--- src/rtl/rf_pkg.sv ---
// rf_pkg: shared declarations for the parametrised register file.
//   rf_state_e    - FSM states for the initialisation sweep
//   rf_init_value - value an entry receives during the sweep
//   rf_lane_lsb/msb - bit positions of lane k inside a packed port bus
package rf_pkg;

   typedef enum logic {
      RF_INIT = 1'b0,
      RF_IDLE = 1'b1
   } rf_state_e;

   // Largest number of pipeline read ports the block is built for.
   localparam int RF_MAX_READ = 4;

   // Value written into entry 'index' by the sweep. Returned as 32 bits and
   // resized by the caller, since package functions cannot see DATA_WIDTH.
   function automatic logic [31:0] rf_init_value(input logic [31:0] index,
                                                 input bit          init_index,
                                                 input bit          zero_reg);
      if (!init_index) return 32'd0;
      if (zero_reg && (index == 32'd0)) return 32'd0;
      return index;
   endfunction

   function automatic int rf_lane_lsb(input int lane, input int width);
      return lane * width;
   endfunction

   function automatic int rf_lane_msb(input int lane, input int width);
      return (lane * width) + width - 1;
   endfunction

endpackage

--- src/rtl/rf_read_port.sv ---
// rf_read_port: one registered read lane of the register file.
//   clock, reset_n  - clock and asynchronous active-low reset
//   array_value     - raw array contents at 'address'
//   address         - lane read address
//   write_apply     - a write is committed to the array this cycle
//   write_address   - target of that write
//   write_data      - data of that write (bypass source)
//   ready           - array is valid; lane loads 0 otherwise
//   data_out        - registered lane data
module rf_read_port #(
   parameter int DATA_WIDTH = 32,
   parameter int ADDR_WIDTH = 5,
   parameter int ZERO_REG   = 1
) (
   input  logic                  clock,
   input  logic                  reset_n,
   input  logic [DATA_WIDTH-1:0] array_value,
   input  logic [ADDR_WIDTH-1:0] address,
   input  logic                  write_apply,
   input  logic [ADDR_WIDTH-1:0] write_address,
   input  logic [DATA_WIDTH-1:0] write_data,
   input  logic                  ready,
   output logic [DATA_WIDTH-1:0] data_out
);

   logic [DATA_WIDTH-1:0] lane_next;

   // Zero masking takes priority over bypass, so entry 0 reads 0 even when
   // an (ignored) write targets it in the same cycle.
   always_comb begin
      lane_next = array_value;
      if (!ready) begin
         lane_next = '0;
      end else if ((ZERO_REG != 0) && (address == '0)) begin
         lane_next = '0;
      end else if (write_apply && (address == write_address)) begin
         lane_next = write_data;
      end
   end

   always_ff @(posedge clock or negedge reset_n) begin
      if (!reset_n) begin
         data_out <= '0;
      end else begin
         data_out <= lane_next;
      end
   end

endmodule

--- src/rtl/param_register_file.sv ---
// param_register_file: decode-stage integer register file with NUM_READ
// registered read ports, one write port, write-to-read bypass, optional
// hardwired zero entry and a sweep-based array initialisation.
//   clock, reset_n      - clock and asynchronous active-low reset
//   read_address        - packed read addresses, lane k at [k*ADDR_WIDTH +: ADDR_WIDTH]
//   data_out            - packed registered read data, same lane packing
//   write_enable/_address/write_data_in - write port
//   clear_request       - restart the initialisation sweep (honoured in IDLE)
//   ready               - array valid, writes accepted
//   read_address_debug  - debug read address
//   data_out_debug      - registered raw array contents (no bypass, no masking)
module param_register_file
   import rf_pkg::*;
#(
   parameter int DATA_WIDTH = 32,
   parameter int ADDR_WIDTH = 5,
   parameter int NUM_READ   = 2,
   parameter int ZERO_REG   = 1,
   parameter int INIT_INDEX = 1
) (
   input  logic                           clock,
   input  logic                           reset_n,
   input  logic [NUM_READ*ADDR_WIDTH-1:0] read_address,
   output logic [NUM_READ*DATA_WIDTH-1:0] data_out,
   input  logic                           write_enable,
   input  logic [ADDR_WIDTH-1:0]          write_address,
   input  logic [DATA_WIDTH-1:0]          write_data_in,
   input  logic                           clear_request,
   output logic                           ready,
   input  logic [ADDR_WIDTH-1:0]          read_address_debug,
   output logic [DATA_WIDTH-1:0]          data_out_debug
);

   localparam int                    DEPTH      = 2 ** ADDR_WIDTH;
   localparam logic [ADDR_WIDTH-1:0] LAST_ENTRY = ADDR_WIDTH'(DEPTH - 1);
   localparam bit                    HAS_ZERO   = (ZERO_REG != 0);
   localparam bit                    SWEEP_INDEX = (INIT_INDEX != 0);

   if ((NUM_READ < 1) || (NUM_READ > RF_MAX_READ)) begin : g_bad_num_read
      $error("param_register_file: NUM_READ must be 1..%0d", RF_MAX_READ);
   end

   // Storage array: deliberately not reset; the sweep initialises it.
   logic [DATA_WIDTH-1:0] r [DEPTH];

   rf_state_e             state;
   rf_state_e             state_next;
   logic [ADDR_WIDTH-1:0] counter;
   logic [DATA_WIDTH-1:0] init_value;
   logic                  write_apply;

   // FSM: state register
   always_ff @(posedge clock or negedge reset_n) begin
      if (!reset_n) begin
         state <= RF_INIT;
      end else begin
         state <= state_next;
      end
   end

   // FSM: next state. clear_request is only looked at in IDLE, so a request
   // during the sweep neither restarts nor extends it.
   always_comb begin
      state_next = state;
      case (state)
         RF_INIT: if (counter == LAST_ENTRY) state_next = RF_IDLE;
         RF_IDLE: if (clear_request)         state_next = RF_INIT;
         default: state_next = RF_INIT;
      endcase
   end

   // FSM: outputs
   always_comb begin
      ready = (state == RF_IDLE);
   end

   // Sweep counter: advances once per edge in INIT and wraps to 0 on the
   // final entry; re-armed explicitly when a clear is accepted.
   always_ff @(posedge clock or negedge reset_n) begin
      if (!reset_n) begin
         counter <= '0;
      end else if (state == RF_INIT) begin
         counter <= counter + 1'b1;
      end else if (clear_request) begin
         counter <= '0;
      end
   end

   always_comb begin
      init_value = DATA_WIDTH'(rf_init_value(32'(counter), SWEEP_INDEX, HAS_ZERO));
   end

   // A write in the cycle that accepts a clear is discarded, as is any write
   // to entry 0 when it is hardwired.
   always_comb begin
      write_apply = ready && write_enable && !clear_request &&
                    (!HAS_ZERO || (write_address != '0));
   end

   always_ff @(posedge clock) begin
      if (state == RF_INIT) begin
         r[counter] <= init_value;
      end else if (write_apply) begin
         r[write_address] <= write_data_in;
      end
   end

   // Debug lane: raw pre-write contents, live in every state.
   always_ff @(posedge clock or negedge reset_n) begin
      if (!reset_n) begin
         data_out_debug <= '0;
      end else begin
         data_out_debug <= r[read_address_debug];
      end
   end

   for (genvar k = 0; k < NUM_READ; k++) begin : g_read
      logic [ADDR_WIDTH-1:0] lane_address;

      assign lane_address = read_address[rf_lane_msb(k, ADDR_WIDTH):rf_lane_lsb(k, ADDR_WIDTH)];

      rf_read_port #(
         .DATA_WIDTH (DATA_WIDTH),
         .ADDR_WIDTH (ADDR_WIDTH),
         .ZERO_REG   (ZERO_REG)
      ) u_read_port (
         .clock         (clock),
         .reset_n       (reset_n),
         .array_value   (r[lane_address]),
         .address       (lane_address),
         .write_apply   (write_apply),
         .write_address (write_address),
         .write_data    (write_data_in),
         .ready         (ready),
         .data_out      (data_out[rf_lane_msb(k, DATA_WIDTH):rf_lane_lsb(k, DATA_WIDTH)])
      );
   end

endmodule
--- config.mk ---
export PLATFORM = sky130hd
export DESIGN_NAME = param_register_file
export DESIGN_NICKNAME = d
export VERILOG_FILES = /design/src/rtl/rf_pkg.sv /design/src/rtl/rf_read_port.sv /design/src/rtl/param_register_file.sv
export SDC_FILE = /design/constraint.sdc
export NUM_CORES = 2
export LEC_CHECK = 0
export CORE_ASPECT_RATIO = 0.6
export CORE_MARGIN = 2
export CORE_UTILIZATION = 45
export DETAILED_ROUTE_END_ITERATION = 8
export PLACE_DENSITY = 0.73
export SLEW_MARGIN = 25
export SYNTH_ARGS = -nofsm -noshare
export SYNTH_HDL_FRONTEND = slang
export SYNTH_SLANG_ARGS = --single-unit
--- constraint.sdc ---
create_clock -name clock -period 3.5 [get_ports clock]
set_input_delay 0.7 -clock clock [delete_from_list [all_inputs] [get_ports clock]]
set_output_delay 0.7 -clock clock [all_outputs]
set_load 0.02 [all_outputs]
==> impl_metrics.py <==
metrics = {
    "placement": {
        "globalplace.congestion": 0.939,
        "placed_area_um2": 65500,
        "io_buffers": 152,
        "dp_hpwl_um": 135000,
        "dp.cells": 5243,
    },
    "cells_and_area": {
        "fin_cells": 5436,
        "fillers": 10200,
        "drive_gt1_share_pct": 34.0,
        "nets": 3674,
        "finalInstanceArea_um2": 69000,
        "area_growth_pct": 16.0,
        "regArea_um2": 33300,
        "multiInputGateArea_um2": 24900,
    },
    "route": {
        "drc_errors": 0,
        "antenna_left": 0,
        "postRouteWirelength_um": 215000,
        "via_per_inst": 7.50,
        "routed-via-count": 40800,
        "wl_per_cell_um": 39.6,
        "dr.pass1.iters": 6,
        "drtIter0Drc": 8061,
    },
    "worst_setup_path": {
        "critPathLaunchType": "input port",
        "critical_path_buf_inv_count": 2,
        "crit_chain": "buf_4 -> or2_2 -> buf_4 -> o22ai_1 -> nor2_1 -> a2bb2oi_1 -> o31ai_1 -> o21ai_0",
        "required_ns": 4.08,
        "cpPeakStageDelay_ns": 0.84,
        "path_max_fanout": 20,
        "cp_slowest_cell": "o31ai_1",
        "worstSetupPathType": "input port to flip-flop",
        "crit_arrival_ns": 3.68,
        "cpMostUsedCell": "buf_4",
        "path_delay_family": "compound AO/OA/AOI/OAI gates",
        "worst_setup_path_end_kind": "flip-flop",
    },
    "synth": {
        "synth_seq_area_share_pct": 55.9,
        "syn_area_um2": 59500,
        "syn-mean-instance-area_um2": 17.6,
        "yosysWarnings": 0,
        "async_flop_share_pct": 9.06,
        "synth_cell_types": 53,
        "synth_nets": 3450,
        "synthTopCellsByArea": "edfxtp_1 52%, mux4_2 27%, mux2i_1 5.4%, dfrtp_1 4.3%, o221ai_1 1.6%",
        "synth_common_cells": "1024 x edfxtp_1, 711 x mux4_2, 320 x mux2i_1",
        "netlist_instances": 3391,
        "synth_most_common_cell": "edfxtp_1",
        "synth_edf_count": 1024,
        "synthFlopType": "edfxtp_1",
        "ys_ff_latch": 1126,
        "synth_top_cell_by_area": "edfxtp_1",
        "yosys.area.top_type_share_pct": 51.6,
    },
    "clocking": {
        "cts_tree": "built",
        "htree_levels": 3,
        "cts_made_buffers": 101,
        "clockBufferDepth": 3,
        "holdBufCountCts": 1,
        "clk_latency_ns": 0.74,
        "clock-sinks": 1126,
        "clk_pin_slew_ns": 0.07,
        "cts_repair_resize_count": 0,
        "post_cts_buffers": 0,
        "cts-root-buf": "clkbuf_16",
    },
    "floorplan": {
        "core_um2": 131000,
        "pin_count": 153,
        "rows": 103,
        "fp.dieH_um": 286,
        "die_area_um2": 135000,
        "start_util_pct": 45.3,
        "die-width_um": 474,
    },
    "sta": {
        "finalCritPeriodShare_pct": 88.6,
        "relSlewSlack_pct": 27.8,
        "whs_ns": 0.522,
        "min_period_ns": 3.10,
        "rsz0062_at_grt": "false",
        "fmax_mhz": 322,
        "finalSetupViolations": 0,
        "report.final.slew_viol_count": 0,
        "tns_ns": 0,
        "fin_skew_ns": 0.0351,
        "finalHoldViolCount": 0,
        "worst_pin_slew_ns": 1.08,
    },
    "global_route": {
        "overflow": 0,
        "grt_pass1_vias": 39300,
        "antenna_found_initial": 6,
        "grt_use_total_pct": 31.7,
        "grt_max_degree": 78,
        "grt_pass1_wl_um": 302000,
    },
    "flow_run": {
        "maxCapViolations": 0,
    },
    "pwr": {
        "p_per_area_nw_per_um2": 561,
        "vdd_drop_max_mv": 0.482,
        "p_leak_nw": 23.3,
    },
    "hold_path": {
        "worstHoldPathType": "input port to async pin",
    },
    "run_status": {
        "status": "completed",
    },
}
==> layout by cell type (no fill, tap or decap), types with 9 or more instances in the layout <==
cell type / synthesis / routed
nor2_1: 144 / 111
and2_1: 27 / 22
mux2_2: 32 / 32
nand3_1: 21 / 21
o22ai_1: 106 / 106
clkbuf_1: 155 / 11
clkbuf_16: 0 / 102
nor3b_1: 9 / 9
nor3_1: 16 / 16
o21ai_0: 79 / 79
a21oi_1: 93 / 89
mux4_2: 711 / 711
clkdlybuf4s50_1: 0 / 136
a211oi_1: 34 / 34
clkinv_2: 0 / 22
bufinv_16: 0 / 18
nand2_1: 119 / 118
edfxtp_1: 1024 / 1024
buf_12: 0 / 113
mux2i_1: 320 / 320
dfrtp_1: 102 / 102
o221ai_1: 108 / 108
buf_4: 53 / 172
nor2_4: 0 / 33
clkinv_1: 0 / 14
a31oi_1: 40 / 40
==> sequential cells by signal (all words and copies together) (netlist names) <==
signal,cells
counter,5
ready,1
g_read.u_read_port.data_out,64
r,1024
data_out_debug,32
==> metal layers <==
layer | part of all wire, % | global-route usage (%)
met1 | 35 | 44.8
met3 | 18 | 12.9
met2 | 42 | 43.8
met4 | 4.5 | 12.5
met5 | 0.040 | 0
==> worst register-to-register path: cells and delay by family, from the launching register on <==
family / cells / cell delay (ns)
and+or+nand+nor: 4 / 1.26
buffers and inverters: 2 / 0.58
DFF: 1 / 0.54
AOI/OAI and AO/OA: 1 / 0.23
==> power breakdown <==
| group | switching, mW | internal, mW | leakage (nW) |
|---|---|---|---|
| combinational | 5.34 | 3.58 | 10.5 |
| sequential | 0.979 | 16.6 | 11.1 |
| clock | 5.37 | 6.81 | 1.73 |
==> cell families (layout without fill, tap and decap cells) <==
| family | Yosys count | after routing | synth area share, % |
|---|---|---|---|
| xor+xnor | 12 | 12 | 0.177 |
| simple gates | 364 | 364 | 2.68 |
| buf+inv | 321 | 630 | 2.69 |
| flops | 1126 | 1126 | 55.9 |
| mux | 1063 | 1063 | 32.9 |
| fa+ha+maj | 3 | 3 | 0.0630 |
| other cells | 0 | 4 | 0 |
| compound gates | 502 | 502 | 5.59 |
==> layout make-up <==
type	count	share of cell area [%]
diodes	4	0.0145
clock buffers	118	3.86
clock inverters	70	1.25
inverters	11	0.0707
multi-input cells	1944	36.1
flip-flops and latches	1126	48.2
well taps	1732	3.14
repair buffers	431	7.30
==> final timing paths <==
kind                                                       to  cells past startpoint               from  slack (ns)
hold / removal                             data_out_debug[30]                      2            reset_n        0.52
min in group clock         g_read[0].u_read_port.data_out[11]                      3  write_data_in[11]        0.62
hold reg to reg                                    counter[3]                      2         counter[3]        0.66
setup / recovery           g_read[1].u_read_port.data_out[28]                      8    read_address[7]        0.40
setup reg to reg                                     r[17][3]                      7              ready        0.58
max in group asynchronous  g_read[1].u_read_port.data_out[10]                      3            reset_n        2.19
==> stage by stage <==
stage / power (mW) / worst slack (ns) / utilization (%)
5_1_grt: 39.5 / 0.462 / 52.5
3_3_place_gp: 26.3 / -0.0582 / 49.8
4_1_cts: 38.4 / 0.646 / 52.5
3_5_place_dp: 26.4 / -0.0491 / 49.8
6_report: 38.7 / 0.399 / 52.5
2_1_floorplan: 22.1 / -0.514 / -
Note: power is estimated with default switching activity, not from simulation.
